===== config.mk =====
export PLATFORM = sky130hd
export DESIGN_NAME = bcd_add_datapath_flat
export DESIGN_NICKNAME = d
export VERILOG_FILES = /design/src/rtl/bcd_add_datapath_if.sv /design/src/rtl/bcd_add_datapath.sv /design/src/flat_wrapper.sv
export SDC_FILE = /design/constraint.sdc
export NUM_CORES = 1
export LEC_CHECK = 0
export BUFFER_PORTS_ARGS = -buffer_cell sky130_fd_sc_hd__buf_4
export CAP_MARGIN = 10
export CORE_ASPECT_RATIO = 1.5
export CORE_UTILIZATION = 45
export DETAILED_ROUTE_END_ITERATION = 12
export GPL_TIMING_DRIVEN = 0
export HOLD_SLACK_MARGIN = 0.06
export PLACE_DENSITY = 0.69
export SETUP_SLACK_MARGIN = 0.05
export SLEW_MARGIN = 15
export SYNTH_ARGS = -nofsm -noshare
export SYNTH_HDL_FRONTEND = slang
export SYNTH_SLANG_ARGS = --single-unit

===== constraint.sdc =====
create_clock -name clk -period 8.2 [get_ports clk]
set_clock_uncertainty 0.2 [all_clocks]
set_input_delay 0.41 -clock clk [delete_from_list [all_inputs] [get_ports clk]]
set_output_delay 0.41 -clock clk [all_outputs]
set_load 0.01 [all_outputs]

===== src/rtl/bcd_add_datapath_if.sv =====
// Request/ack command bus between the BCD add controller (master) and its datapath (slave).
// Also carries the switch operand input, the display register and the sticky error flag.
interface bcd_add_datapath_if #(
  parameter int unsigned Digits = 2
) ();
  localparam int unsigned W = 4 * Digits;

  logic         bcd_init;
  logic         bcd_init_ack;
  logic         bcd_load_a;
  logic         bcd_load_a_ack;
  logic         bcd_load_b;
  logic         bcd_load_b_ack;
  logic         bcd_display_a;
  logic         bcd_display_a_ack;
  logic         bcd_display_b;
  logic         bcd_display_b_ack;
  logic         bcd_add;
  logic         bcd_add_ack;
  logic         bcd_display_result_ls;
  logic         bcd_display_result_ls_ack;
  logic         bcd_display_result_ms;
  logic         bcd_display_result_ms_ack;
  logic [W-1:0] sw;
  logic [W-1:0] disp;
  logic         bcd_err;

  modport master (
    output bcd_init, bcd_load_a, bcd_load_b, bcd_display_a, bcd_display_b, bcd_add,
           bcd_display_result_ls, bcd_display_result_ms, sw,
    input  bcd_init_ack, bcd_load_a_ack, bcd_load_b_ack, bcd_display_a_ack, bcd_display_b_ack,
           bcd_add_ack, bcd_display_result_ls_ack, bcd_display_result_ms_ack, disp, bcd_err
  );

  modport slave (
    input  bcd_init, bcd_load_a, bcd_load_b, bcd_display_a, bcd_display_b, bcd_add,
           bcd_display_result_ls, bcd_display_result_ms, sw,
    output bcd_init_ack, bcd_load_a_ack, bcd_load_b_ack, bcd_display_a_ack, bcd_display_b_ack,
           bcd_add_ack, bcd_display_result_ls_ack, bcd_display_result_ms_ack, disp, bcd_err
  );
endinterface


===== src/rtl/bcd_add_datapath.sv =====
// BCD add datapath: operand registers, digit-serial packed-BCD adder with decimal correction,
// and display register, driven by a 4-phase request/ack command set.
module bcd_add_datapath #(
  parameter int unsigned Digits = 2
) (
  input logic              clk,
  input logic              rst,
  bcd_add_datapath_if.slave bus
);
  localparam int unsigned W    = 4 * Digits;
  localparam int unsigned IdxW = (Digits > 1) ? $clog2(Digits) : 1;

  // Request/ack vector bit positions; lower index wins arbitration.
  localparam logic [2:0] OpInit  = 3'd0;
  localparam logic [2:0] OpLoadA = 3'd1;
  localparam logic [2:0] OpLoadB = 3'd2;
  localparam logic [2:0] OpAdd   = 3'd3;
  localparam logic [2:0] OpDispA = 3'd4;
  localparam logic [2:0] OpDispB = 3'd5;
  localparam logic [2:0] OpResLs = 3'd6;
  localparam logic [2:0] OpResMs = 3'd7;

  typedef enum logic [1:0] {StIdle, StAddRun, StAckHold} state_e;

  state_e          state_q, state_d;
  logic [W-1:0]    a_q, a_d, b_q, b_d, sum_q, sum_d, disp_q, disp_d;
  logic            carry_q, carry_d, err_q, err_d, c_q, c_d;
  logic [IdxW-1:0] idx_q, idx_d;
  logic [2:0]      sel_q, sel_d;
  logic [7:0]      ack_q, ack_d;

  logic [7:0]      req;
  logic [7:0]      grant;
  logic [2:0]      grant_idx;
  logic [3:0]      a_dig, b_dig, d_dig;
  logic [4:0]      s_dig;
  logic            c_out;

  assign req = {bus.bcd_display_result_ms, bus.bcd_display_result_ls, bus.bcd_display_b,
                bus.bcd_display_a, bus.bcd_add, bus.bcd_load_b, bus.bcd_load_a, bus.bcd_init};

  function automatic logic has_bad_digit(input logic [W-1:0] v);
    logic bad;
    bad = 1'b0;
    for (int k = 0; k < int'(Digits); k++) begin
      if (v[4*k +: 4] > 4'd9) bad = 1'b1;
    end
    return bad;
  endfunction

  // Scan from the lowest-priority bit up so the highest-priority request is written last.
  always_comb begin
    grant     = '0;
    grant_idx = '0;
    for (int k = 7; k >= 0; k--) begin
      if (req[k]) begin
        grant     = 8'(1) << k;
        grant_idx = 3'(k);
      end
    end
  end

  always_comb begin
    a_dig = a_q[int'(idx_q)*4 +: 4];
    b_dig = b_q[int'(idx_q)*4 +: 4];
    s_dig = {1'b0, a_dig} + {1'b0, b_dig} + {4'b0000, c_q};
    if (s_dig > 5'd9) begin
      c_out = 1'b1;
      d_dig = s_dig[3:0] + 4'd6;
    end else begin
      c_out = 1'b0;
      d_dig = s_dig[3:0];
    end
  end

  always_comb begin
    state_d = state_q;
    a_d     = a_q;
    b_d     = b_q;
    sum_d   = sum_q;
    carry_d = carry_q;
    disp_d  = disp_q;
    err_d   = err_q;
    c_d     = c_q;
    idx_d   = idx_q;
    sel_d   = sel_q;
    ack_d   = ack_q;
    unique case (state_q)
      StIdle: begin
        if (|req) begin
          sel_d = grant_idx;
          if (grant_idx == OpAdd) begin
            idx_d   = '0;
            c_d     = 1'b0;
            state_d = StAddRun;
          end else begin
            ack_d   = grant;
            state_d = StAckHold;
            unique case (grant_idx)
              OpInit: begin
                a_d     = '0;
                b_d     = '0;
                sum_d   = '0;
                carry_d = 1'b0;
                disp_d  = '0;
                err_d   = 1'b0;
              end
              OpLoadA: begin
                a_d   = bus.sw;
                err_d = err_q | has_bad_digit(bus.sw);
              end
              OpLoadB: begin
                b_d   = bus.sw;
                err_d = err_q | has_bad_digit(bus.sw);
              end
              OpDispA: disp_d = a_q;
              OpDispB: disp_d = b_q;
              OpResLs: disp_d = sum_q;
              OpResMs: disp_d = W'(carry_q);
              default: ;
            endcase
          end
        end
      end
      StAddRun: begin
        sum_d[int'(idx_q)*4 +: 4] = d_dig;
        c_d   = c_out;
        idx_d = idx_q + IdxW'(1);
        if (idx_q == IdxW'(Digits - 1)) begin
          carry_d = c_out;
          ack_d   = 8'(1) << OpAdd;
          state_d = StAckHold;
        end
      end
      StAckHold: begin
        // A request already dropped during the add makes the ack a one-cycle pulse.
        if (!req[sel_q]) begin
          ack_d   = '0;
          state_d = StIdle;
        end
      end
      default: state_d = StIdle;
    endcase
  end

  always_ff @(posedge clk) begin
    if (rst) begin
      state_q <= StIdle;
      a_q     <= '0;
      b_q     <= '0;
      sum_q   <= '0;
      carry_q <= 1'b0;
      disp_q  <= '0;
      err_q   <= 1'b0;
      c_q     <= 1'b0;
      idx_q   <= '0;
      sel_q   <= '0;
      ack_q   <= '0;
    end else begin
      state_q <= state_d;
      a_q     <= a_d;
      b_q     <= b_d;
      sum_q   <= sum_d;
      carry_q <= carry_d;
      disp_q  <= disp_d;
      err_q   <= err_d;
      c_q     <= c_d;
      idx_q   <= idx_d;
      sel_q   <= sel_d;
      ack_q   <= ack_d;
    end
  end

  assign bus.bcd_init_ack              = ack_q[OpInit];
  assign bus.bcd_load_a_ack            = ack_q[OpLoadA];
  assign bus.bcd_load_b_ack            = ack_q[OpLoadB];
  assign bus.bcd_add_ack               = ack_q[OpAdd];
  assign bus.bcd_display_a_ack         = ack_q[OpDispA];
  assign bus.bcd_display_b_ack         = ack_q[OpDispB];
  assign bus.bcd_display_result_ls_ack = ack_q[OpResLs];
  assign bus.bcd_display_result_ms_ack = ack_q[OpResMs];
  assign bus.disp                      = disp_q;
  assign bus.bcd_err                   = err_q;
endmodule


===== src/flat_wrapper.sv =====
// flat-port wrapper written by rule: the top's interface ports become plain ports
module bcd_add_datapath_flat 
#(
  parameter int unsigned Digits = 2
)
  (clk, rst, bus_bcd_init, bus_bcd_load_a, bus_bcd_load_b, bus_bcd_display_a, bus_bcd_display_b, bus_bcd_add, bus_bcd_display_result_ls, bus_bcd_display_result_ms, bus_sw, bus_bcd_init_ack, bus_bcd_load_a_ack, bus_bcd_load_b_ack, bus_bcd_display_a_ack, bus_bcd_display_b_ack, bus_bcd_add_ack, bus_bcd_display_result_ls_ack, bus_bcd_display_result_ms_ack, bus_disp, bus_bcd_err);
  bcd_add_datapath_if #(.Digits(Digits)) bus_i ();
  input logic clk;
  input logic rst;
  input wire logic [$bits(bus_i.bcd_init)-1:0] bus_bcd_init;
  input wire logic [$bits(bus_i.bcd_load_a)-1:0] bus_bcd_load_a;
  input wire logic [$bits(bus_i.bcd_load_b)-1:0] bus_bcd_load_b;
  input wire logic [$bits(bus_i.bcd_display_a)-1:0] bus_bcd_display_a;
  input wire logic [$bits(bus_i.bcd_display_b)-1:0] bus_bcd_display_b;
  input wire logic [$bits(bus_i.bcd_add)-1:0] bus_bcd_add;
  input wire logic [$bits(bus_i.bcd_display_result_ls)-1:0] bus_bcd_display_result_ls;
  input wire logic [$bits(bus_i.bcd_display_result_ms)-1:0] bus_bcd_display_result_ms;
  input wire logic [$bits(bus_i.sw)-1:0] bus_sw;
  output wire logic [$bits(bus_i.bcd_init_ack)-1:0] bus_bcd_init_ack;
  output wire logic [$bits(bus_i.bcd_load_a_ack)-1:0] bus_bcd_load_a_ack;
  output wire logic [$bits(bus_i.bcd_load_b_ack)-1:0] bus_bcd_load_b_ack;
  output wire logic [$bits(bus_i.bcd_display_a_ack)-1:0] bus_bcd_display_a_ack;
  output wire logic [$bits(bus_i.bcd_display_b_ack)-1:0] bus_bcd_display_b_ack;
  output wire logic [$bits(bus_i.bcd_add_ack)-1:0] bus_bcd_add_ack;
  output wire logic [$bits(bus_i.bcd_display_result_ls_ack)-1:0] bus_bcd_display_result_ls_ack;
  output wire logic [$bits(bus_i.bcd_display_result_ms_ack)-1:0] bus_bcd_display_result_ms_ack;
  output wire logic [$bits(bus_i.disp)-1:0] bus_disp;
  output wire logic [$bits(bus_i.bcd_err)-1:0] bus_bcd_err;
  assign bus_i.bcd_init = bus_bcd_init;
  assign bus_i.bcd_load_a = bus_bcd_load_a;
  assign bus_i.bcd_load_b = bus_bcd_load_b;
  assign bus_i.bcd_display_a = bus_bcd_display_a;
  assign bus_i.bcd_display_b = bus_bcd_display_b;
  assign bus_i.bcd_add = bus_bcd_add;
  assign bus_i.bcd_display_result_ls = bus_bcd_display_result_ls;
  assign bus_i.bcd_display_result_ms = bus_bcd_display_result_ms;
  assign bus_i.sw = bus_sw;
  assign bus_bcd_init_ack = bus_i.bcd_init_ack;
  assign bus_bcd_load_a_ack = bus_i.bcd_load_a_ack;
  assign bus_bcd_load_b_ack = bus_i.bcd_load_b_ack;
  assign bus_bcd_display_a_ack = bus_i.bcd_display_a_ack;
  assign bus_bcd_display_b_ack = bus_i.bcd_display_b_ack;
  assign bus_bcd_add_ack = bus_i.bcd_add_ack;
  assign bus_bcd_display_result_ls_ack = bus_i.bcd_display_result_ls_ack;
  assign bus_bcd_display_result_ms_ack = bus_i.bcd_display_result_ms_ack;
  assign bus_disp = bus_i.disp;
  assign bus_bcd_err = bus_i.bcd_err;
  bcd_add_datapath #(.Digits(Digits)) u_core (.clk(clk), .rst(rst), .bus(bus_i));
endmodule

### Word-level counts from Yosys, hierarchy flattened

Index checks and enable logic that the tools add are counted.

* input bits: 18
* flip-flop bits (word level): 49

* shift operators: 4
* equal/unequal tests: 15
* reductions and logical operators: 19
* bitwise operators: 3
* add/sub/neg operators: 5
* order comparisons: 4
* multiplexer cells: 58

Operator list (number)
* $mux W8: 15
* $pmux W8 S2: 3
* $pmux W8 S5: 1
* $neg A3 Y33: 1
* $shift A4 B33 Y8 const A: 1
* $shiftx A4 B33 Y8: 1
* $mux W3: 8
* $pmux W8 S3: 1
* $reduce_and A4 Y1: 5
* $mux W1: 18
* $shiftx A8 B4 Y4: 2
* $eq A3 B3 Y1 const B: 4
* $reduce_and A5 Y1: 2
* $bwmux W8: 1
* $gt A4 B4 Y1 const B: 2
* $mux W2: 4
* $reduce_or A8 Y1: 1
* $eq A3 B2 Y1 const B: 2
* $ne A2 B1 Y1 const B: 3
* $ne A2 B2 Y1 const B: 3
* $pmux W1 S2: 3
* $pmux W2 S3: 1
* $reduce_and A3 Y1: 2
* $reduce_bool A2 Y1: 3
* other kinds (19): 21

### Logic depth before layout (Yosys ltp)

Gate-level depths: netlist (run 1).

* depth in word-level cells: 15
* mapped depth: 10
* depth with buffers taken out: 9

### Least setup slack after synthesis (run 1)

OpenSTA, ideal clock, no wires.

* path type: reg-to-reg
* start point: register u_core.idx_q
* end point: register u_core.sum_q[2]
* data required time: 7.883 ns
* cell stages (with the launch flop): 11
* library setup time: 0.117 ns
* arrival: 2.991 ns
* path slack: 4.893 ns
* path through: dfxtp_1 buf_1 mux2_2 fa_1 fa_1 xnor2_1 ha_1 nand2_1 a31oi_1 mux2i_1 a22o_1

* word-level cells in the longest chain between the ends: 8
* elaborated cells between the ends (all ways): 12

RTL lines
* start, declared: RTL line bcd_add_datapath.sv:28 `logic [IdxW-1:0] idx_q, idx_d;`
* start signal, assigned: RTL line bcd_add_datapath.sv:168 `idx_q <= idx_d;`
* $shiftx A8 B4 Y4 (on tied branches): RTL line bcd_add_datapath.sv:64, bcd_add_datapath.sv:65
* $add A4 B4 Y5: RTL line bcd_add_datapath.sv:66 `s_dig = {1'b0, a_dig} + {1'b0, b_dig} + {4'b0000, c_q};`
* $add A5 B1 Y5: RTL line bcd_add_datapath.sv:66
* $add A4 B3 Y4 / $gt A5 B4 Y1 (equally long branches): RTL line bcd_add_datapath.sv:69, bcd_add_datapath.sv:67
* $mux W4: RTL line bcd_add_datapath.sv:67 `if (s_dig > 5'd9) begin`
* $shiftx A4 B33 Y8: RTL line bcd_add_datapath.sv:126 `sum_d[int'(idx_q)*4 +: 4] = d_dig;`
* $bwmux W8 *: RTL line bcd_add_datapath.sv:126
* $pmux W8 S2 *: RTL line bcd_add_datapath.sv:88 `unique case (state_q)`
* end signal, assigned: RTL line bcd_add_datapath.sv:163 `sum_q <= sum_d;`
* end, declared: RTL line bcd_add_datapath.sv:26 `logic [W-1:0] a_q, a_d, b_q, b_d, sum_q, sum_d, disp_q, disp_d;`

Every way passes the cells marked *; elsewhere a longest branch is shown, timed or not.
A chain may end at the register's enable or synchronous reset.

### Final worst setup path (run 1)

Same ends and word-level chain as after synthesis.

==> results.cfg, run 1 <==
[power_and_ir_drop]
p_leak_nw = 1.201
p_per_area_nw_per_um2 = 232.6
fin_total_pwr_mw = 0.6853
ir_worst_vdd_mv = 0.1079

[grt]
grt_pass1_vias = 2298
grt_usage = 0.2468
grt_pass1_wl_microns = 10940
grt_max_degree = 16
grt_overflow = 0
antenna_found_initial = 0

[timing]
finalSetupViolCount = 0
worst_slew_pin_slew_ps = 990.2
fmax_ghz = 0.2617
setup_tns_ps = 0
whs_ps = 140.4
hold_viol_final = 0
fin_crit_sh = 0.4659
slew_headroom = 0.3385
period_needed_ps = 3820
rsz0062_at_grt = no
drv_slew = 0

[yosys]
ys_types = 46
synth_area_per_cell_sq_um = 8.950
synth_edf_count = 0
synth.top_cells.by_area = dfxtp_1 39%, nor2_1 5.4%, a22o_1 5.2%, a22oi_1 5.1%, ha_1 4.0%
yosysTopAreaCell = dfxtp_1
async_flop_share = 0
syn-num-nets = 309
synth-seq-cells = 49
ys_warn_count = 0
syn-cell-area_sq_um = 2515
ys_seq_area_frac = 0.3900
synth_top_flop_cell = dfxtp_1
synthCells = 281
yosysTopAreaCellShare = 0.3900

[worst_setup_path]
start_kind = register
crit_family = adder cells
crit_fanout = 10
timing.rr.start = u_core.idx_q$_SDFFE_PP0P_
cp.arrival_ps = 3880
required_ps = 8260
path_buf_inv = 1
worst-path-stages = 10
slowest_stage = buf_1
crit_path_cell_trace = buf_1 > mux2_2 > fa_1 > fa_1 > xnor2_1 > ha_1 > nand2_1 > a31oi_1 > mux2i_1 > a22o_1
critical_path_class = reg2reg
rr_worst_depth = 10
path_common_cell = fa_1
startpoint = u_core.idx_q$_SDFFE_PP0P_
critPathCaptureType = register
slowest_delay_ps = 460

[cells_and_area]
diodes = 0
fin_nets = 347
final_cells = 390
syn2layout_area_growth_pct = 17.16
utilization = 0.5448
drive_gt1_frac = 0.1688
fillers = 531

[hold_path]
hold_path_depth = 3
min_from = bus_sw[0]
worstHoldPathType = in2reg

[floorplanning]
die_w_microns = 63.04
die_y_microns = 93.56
core_sq_um = 5409
floorplan.die_area_sq_um = 5898
pin_count = 35
rows = 33
start_util = 0.4650

[clock_tree]
clk_pin_slew_ps = 100
cts_sinks = 49
clkLatencyLatePin_ps = 310
cts_resized = 0
holdBufCountCts = 0
htree_levels = 2
clockBufferDepth = 2
cts_tree = yes
cts_buffers = 5
post_cts_buffers = 0
clockRootBuffer = clkbuf_8

[route]
wl_per_cell_microns = 17.54
totalWireLength_microns = 6839
dr.first_iter.drc_count = 100
firstDrtPassIters = 4
drc = 0
ant_nets = 0
vias_per_cell = 5.944
via_count = 2318

[placed_design]
dp_cells = 382
place_hpwl_microns = 5139
place.gp.congestion = 0.9576
place.port_buffers = 31

[outcome]
status = finished, final reports clean

[flow_run]
maxCapViolations = 0
[power by group]
group	switching, mW	internal [mW]	leakage [nW]
clock	0.0827	0.0917	0.0554
sequential	0.0166	0.258	0.397
combinational	0.150	0.0863	0.749
total	0.249	0.436	1.20
[final cells by class]
cell class / count / area [sq um] / area share
clock inverters: 2 / 38.79 / 0.01316
inverters: 7 / 26.28 / 0.008917
plain buffers: 15 / 67.56 / 0.02293
flip-flops and latches: 49 / 980.9 / 0.3329
clock buffers: 6 / 72.57 / 0.02463
multi-input cells: 210 / 1440 / 0.4887
repair buffers: 31 / 232.7 / 0.07898
well taps: 70 / 87.58 / 0.02972
[synthesized netlist by cell type, types with 2 or more instances]
cell type  instances
nor3_1             6
inv_1              7
a211oi_1           4
mux2i_1            3
xnor2_1            2
or3b_1             2
mux2_2             8
nor2b_1            4
buf_2              3
a221o_1            7
fa_1               2
or3_1              4
nand2b_1           3
a21oi_1           19
a22o_1            15
nand2_1           15
a31oi_1            3
a21o_1             4
o21ai_1            2
o21ai_0           11
nor2_1            36
mux4_2             2
dfxtp_1           49
a22oi_1           17
ha_1               8
nand3_1            8
clkbuf_1           9
o31a_1             3
and2_1             3
nor4_1             5
buf_1              2
[worst min-delay path, cell delays in order]
cell	delay [ps]
buf_4	90
a22oi_1	60
nor2_1	70
[metal layers]
metal  track usage  wire length (microns)  vias up
met4        0.1512                    326        0
met3       0.03293                    245       23
li1              -                      -     1131
met2        0.4498                   3528       69
met5             0                      0        -
met1        0.2648                   2739     1095
[kinds of logic (layout without fill, tap and decap cells)]
family | Yosys count | after routing | synth area share
AO/OA/AOI/OAI | 94 | 94 | 0.2716
XOR/XNOR | 2 | 2 | 0.006966
adder cells (fa/ha/maj) | 10 | 10 | 0.05572
buffers and inverters | 22 | 61 | 0.03731
flip-flops | 49 | 49 | 0.3900
multiplexers | 13 | 13 | 0.06567
AND/OR/NAND/NOR | 91 | 91 | 0.1726
[cell usage in the layout, fill, tap and decap left out, types with 8 or more instances in the layout]
master and instances:
dfxtp_1 49, mux2_2 8, a22oi_1 17, nand2_1 15
o21ai_0 11, ha_1 8, nor2_1 36, a21oi_1 19
buf_4 31, clkbuf_1 10, nand3_1 8, a22o_1 15
[stage by stage]
stage,setup WS (ps),cell area [sq um]
final,4380,2947
after global routing,4170,2947
after CTS,4371,2947
after detailed placement,4393,2835
after global placement,4451,2835
after floorplan,4893,2515
[state kept, by name, indices dropped and copies added, names as in the netlist]
signal	count
u_core.ack_q	8
u_core.sel_q	3
u_core.idx_q	1
u_core.carry_q	1
u_core.b_q	8
u_core.sum_q	8
u_core.bus.bcd_err	1
u_core.state_q	2
u_core.c_q	1
u_core.a_q	8
u_core.bus.disp	8
[path summary, 6_finish.rpt]
check                                                    end  slack [ps]
worst max-delay path            u_core.sum_q[2]$_SDFFE_PP0P_        4380
worst min-delay path              u_core.a_q[0]$_SDFFE_PP0P_         140
worst max register to register  u_core.sum_q[2]$_SDFFE_PP0P_        4380
worst min register to register  u_core.ack_q[6]$_SDFFE_PP0P_         260
Power figures use the tool's default switching activity.
==> run 2: changes to the inputs <==
ABC_AREA = 1   (was default)
PLACE_DENSITY = 0.68   (was 0.69)
clock period = 3.54 ns   (was 8.2 ns; I/O delays follow)
==> run 2 against run 1 <==
First-iteration DRC count grew 24%. Register-to-register slack lost 4000 ps. Flip-flop and latch count is the same. Highest routed layer unchanged. Largest power group is now combinational cells.
==> results.cfg, run 2 <==
[worst_setup_path]
critPathCaptureType = register
startpoint = u_core.idx_q$_SDFFE_PP0P_
r2r_slack_ps = 350
start_kind = register
cp.arrival_ps = 3220
reg2reg_to = u_core.sum_q[7]$_SDFFE_PP0P_
endpoint = u_core.sum_q[7]$_SDFFE_PP0P_
required_ps = 3580
critical_path_class = reg2reg
crit_fanout = 10
rr_worst_depth = 18
timing.rr.start = u_core.idx_q$_SDFFE_PP0P_

[route]
wl_per_cell_microns = 13.54
drc = 0
via_count = 2916
ant_nets = 0
totalWireLength_microns = 7528
firstDrtPassIters = 4
dr.first_iter.drc_count = 124
vias_per_cell = 5.245

[yosys]
ys_seq_area_frac = 0.3464
synthCells = 429
synth_xor_area_frac = 0
synth_mux_area_frac = 0
yosysTopAreaCell = dfxtp_1
synth_edf_count = 0
synth.top_cells.by_area = dfxtp_1 35%, nand2_1 21%, a21oi_1 8.0%, inv_1 5.8%, nor2_1 4.4%
yosysTopAreaCellShare = 0.3464
syn-num-nets = 457
ys_types = 27
synth_adder_area_share = 0.04949
synth_top_flop_cell = dfxtp_1
synth-compound-area-share = 0.1255
ys_warn_count = 0
synth-seq-cells = 49
synth_area_per_cell_sq_um = 6.600
synth_top_family_by_area = simple AND/OR/NAND/NOR gates
async_flop_share = 0
synthTopCellsByCount = 157 x nand2_1, 49 x dfxtp_1, 45 x a21oi_1
yosys.area_share.simple = 0.3977
syn-cell-area_sq_um = 2831
synth_most_common_cell = nand2_1

[outcome]
status = finished, final reports clean

[grt]
antenna_found_initial = 0
grt_usage = 0.2483
grt_overflow = 0
grt_max_degree = 16
grt_pass1_vias = 2811
grt_pass1_wl_microns = 12420

[cells_and_area]
seq_area_sq_um = 982.2
fin_nets = 509
diodes = 0
utilization = 0.5630
final_common_cell = nand2_1
syn2layout_area_growth_pct = 21.03
fillers = 597
layout_common_cells = 156 x nand2_1, 48 x dfxtp_1, 45 x a21oi_1
multi_input_area_sq_um = 1629
drive_gt1_frac = 0.1535

[floorplanning]
rows = 35
die_w_microns = 66.77
floorplan.die_area_sq_um = 6620
start_util = 0.4652
pin_count = 35
die_y_microns = 99.15
core_sq_um = 6087

[hold_path]
worstHoldPathType = in2reg

[clock_tree]
clockRootBuffer = clkbuf_8
cts_sinks = 49
clockBufferDepth = 2
clk_pin_slew_ps = 100
cts_buffers = 5
htree_levels = 2
cts_tree = yes
clkLatencyLatePin_ps = 310

[placed_design]
place.port_buffers = 33
detailedPlace.worstSlack_ps = -83.27
place_hpwl_microns = 5822
place.gp.congestion = 0.8788

[timing]
fmax_ghz = 0.3137
rsz0062_at_grt = no
worst_slew_pin_slew_ps = 567.5
hold_viol_final = 0
setup_slack_ps = 352.6
finalSetupViolCount = 0
whs_ps = 71.27
fin_crit_sh = 0.9004
period_needed_ps = 3187
drv_slew = 0
slew_headroom = 0.6188

[power_and_ir_drop]
p_leak_nw = 1.494
fin_total_pwr_mw = 1.969
ir_worst_vdd_mv = 0.2469
p_per_area_nw_per_um2 = 574.4

[flow_run]
maxCapViolations = 0
## run 2: kinds of logic after synthesis
logic type,Yosys count
simple gates,247
buf+inv,58
compound gates,65
fa+ha+maj,10
flops,49
## run 2: worst min-delay path by stage
stage,startpoint,endpoint,slack [ps],cells past startpoint
floorplan,bus_sw[0],u_core.b_q[0]$_SDFFE_PP0P_,120,2
global route,bus_bcd_load_a,u_core.ack_q[4]$_SDFFE_PP0P_,100,4
global placement,bus_sw[0],u_core.a_q[0]$_SDFFE_PP0P_,250,3
CTS,bus_bcd_load_a,u_core.ack_q[4]$_SDFFE_PP0P_,70,4
detailed placement,bus_sw[4],u_core.a_q[4]$_SDFFE_PP0P_,250,3
finish,bus_bcd_display_b,u_core.ack_q[7]$_SDFFE_PP0P_,70,6
## run 2: power breakdown
part | internal (mW) | switching [mW] | total, mW
registers | 0.635 | 0.0600 | 0.695
clock network | 0.230 | 0.201 | 0.431
logic | 0.311 | 0.531 | 0.842
## run 2: per-layer routing
layer  vias up  track usage  share of wire
li1       1482            -              -
met1      1330       0.2566           0.38
met2        78       0.4600           0.53
met3        26      0.02752          0.036
met4         0       0.1473          0.050
met5         -            0              0
## run 2: cell type report
cell class                      instances  area share
Multi-Input combinational cell        322      0.4754
Sequential cell                        49      0.2866
Timing Repair Buffer                   45      0.1059
Inverter                               49     0.05586
Tap cell                               74     0.02702
Clock buffer                            6     0.02410
Buffer                                  9     0.01424
Clock inverter                          2     0.01095
## run 2: critical path, stage by stage, from the launching register on
cell and delay (ps):
dfxtp_2 360, buf_6 150, clkinvlp_4 130, nand2_1 70, nand2_1 90, fa_1 440
fa_1 400, nand2_1 100, nand2_1 90, ha_1 200, inv_1 80, nor2_1 50
a21oi_1 110, nand2_1 120, nand2_4 110, nand3_1 80, nand2_1 100, nand2_1 70
a21oi_1 140
## run 2: per-stage QoR
step | setup TNS [ps] | cell area [sq um] | std cells
floorplan | 0 | 2831 | 429
global placement | -1.763 | 3172 | 536
detailed placement | -261.2 | 3172 | 536
CTS | 0 | 3393 | 554
global route | 0 | 3427 | 556
finish | 0 | 3427 | 556
## run 2: what timing repair did
item,4_1_cts,5_1_grt
setup endpoints to repair,6,7
endpoints found under the hold margin,19,0
hold buffers,10,0
pin swaps,0,0
setup buffers,0,2
gates resized for setup,1,9
==> run 3: changes to the inputs <==
PLACE_DENSITY = default   (was 0.68)
PLACE_DENSITY_LB_ADDON = 0.05   (was default)
==> run 3 against run 2 <==
Setup slack lost 36 ps. Global-route usage grew 0.20 points. Clock power shrank 24%. Fmax shrank 1.1%. Critical path depth is the same. Final area shrank 2.0%. Critical path type unchanged. Largest cell class unchanged. Highest routed layer unchanged.
==> results.cfg, run 3 (synthesis results as in run 2) <==
[hold_path]
min_from = bus_bcd_load_a
hold_end = u_core.ack_q[4]$_SDFFE_PP0P_
worstHoldPathType = in2reg
hold_path_depth = 4

[timing]
period_needed_ps = 3224
slew_headroom = 0.6147
worst_slew_pin_slew_ps = 573.7
drv_slew = 0
finalSetupViolCount = 0
fmax_ghz = 0.3102
rsz0062_at_grt = no
hold_viol_final = 0
fin_crit_sh = 0.9107

[clock_tree]
clockRootBuffer = clkbuf_8
clk_pin_slew_ps = 90
clkLatencyLatePin_ps = 300
cts_sinks = 49
clockBufferDepth = 2
cts_tree = yes
cts_buffers = 5
htree_levels = 2

[route]
wl_per_cell_microns = 13.80
totalWireLength_microns = 7633
vias_per_cell = 5.177
via_count = 2863
dr.first_iter.drc_count = 92
firstDrtPassIters = 4
ant_nets = 0
drc = 0

[power_and_ir_drop]
fin_total_pwr_mw = 1.863
ir_worst_vdd_mv = 0.2819
p_leak_nw = 1.466
p_per_area_nw_per_um2 = 554.5

[flow_run]
maxCapViolations = 0

[grt]
grt_pass1_vias = 2753
grt_overflow = 0
grt_usage = 0.2503
grt_pass1_wl_microns = 12430
antenna_found_initial = 0
grt_max_degree = 16

[floorplanning]
die_y_microns = 99.15
floorplan.die_area_sq_um = 6620
pin_count = 35
rows = 35
core_sq_um = 6087
start_util = 0.4652
die_w_microns = 66.77

[placed_design]
place_hpwl_microns = 5981
place.gp.congestion = 0.8872
place.port_buffers = 33

[worst_setup_path]
start_kind = register
reg2reg_to = u_core.sum_q[2]$_SDFFE_PP0P_
required_ps = 3560
r2r_slack_ps = 320
critPathCaptureType = register
rr_worst_depth = 18
timing.rr.start = u_core.idx_q$_SDFFE_PP0P_
crit_fanout = 10
critical_path_class = reg2reg
cp.arrival_ps = 3250

[cells_and_area]
drive_gt1_frac = 0.1503
fin_nets = 506
utilization = 0.5519
final_common_cell = nand2_1
syn2layout_area_growth_pct = 18.65
layout_common_cells = 156 x nand2_1, 49 x dfxtp_1, 45 x a21oi_1
diodes = 0

[outcome]
status = finished, final reports clean
## run 3: worst max path at each step
stage               cells after the start  slack (ps)                            to                 startpoint
global route                           18          90  u_core.sum_q[6]$_SDFFE_PP0P_  u_core.idx_q$_SDFFE_PP0P_
CTS                                    18         100  u_core.sum_q[6]$_SDFFE_PP0P_  u_core.idx_q$_SDFFE_PP0P_
floorplan                              18         480  u_core.sum_q[3]$_SDFFE_PP0P_  u_core.idx_q$_SDFFE_PP0P_
detailed placement                     18         -90  u_core.sum_q[6]$_SDFFE_PP0P_  u_core.idx_q$_SDFFE_PP0P_
global placement                       18         -10  u_core.sum_q[6]$_SDFFE_PP0P_  u_core.idx_q$_SDFFE_PP0P_
finish                                 18         320  u_core.sum_q[2]$_SDFFE_PP0P_  u_core.idx_q$_SDFFE_PP0P_
## run 3: through the flow
step | cell area (sq um) | setup WS [ps] | setup TNS, ps | cells | hold WS, ps
after detailed placement | 3172 | -93.27 | -288.1 | 536 | 258.8
after global routing | 3359 | 86.40 | 0 | 553 | 107.5
final | 3359 | 316.1 | 0 | 553 | 83.04
after CTS | 3339 | 100.6 | 0 | 552 | 70.42
after floorplan | 2831 | 478.4 | 0 | 429 | 120.0
after global placement | 3172 | -10.58 | -15.64 | 536 | 246.5
## run 3: power by group
part | leakage, nW | internal (mW) | switching [mW]
combinational | 1.02 | 0.307 | 0.532
sequential | 0.398 | 0.635 | 0.0631
clock | 0.0439 | 0.137 | 0.190
total | 1.47 | 1.08 | 0.785
## run 3: worst max-delay path, stage by stage (launching register included)
cell and delay [ps]:
dfxtp_1 380, buf_6 170, clkinvlp_4 100, nand2_1 60
nand2_1 80, fa_1 450, fa_1 400, nand2_1 110
nand2_1 90, ha_1 200, inv_1 90, nor2_1 50
a21oi_1 110, nand2_1 90, nand2_2 140, nand2_1 60
o21ai_0 130, nand2_1 100, a21oi_1 130
## run 3: repair_timing
item	in CTS	in global routing
endpoints found under the setup margin	7	7
resized for setup	1	6
hold buffers	8	0
buffers inserted	0	1
hold endpoints to repair	16	0
## run 3: layer usage
layer | vias up | part of all wire | GRT usage
met4 | 0 | 0.039 | 0.1129
met1 | 1328 | 0.37 | 0.2407
met5 | - | 0 | 0
met2 | 49 | 0.57 | 0.4965
met3 | 18 | 0.024 | 0.03326
li1 | 1468 | - | -
## run 3: final cells by class
type                            count  area [sq um]
Inverter                           49         191.4
Buffer                              9         48.80
Fill cell                         666          2728
Timing Repair Buffer               42         335.3
Multi-Input combinational cell    322          1624
Clock inverter                      3         17.52
Tap cell                           74         92.59
Clock buffer                        5         68.82
Sequential cell                    49         980.9
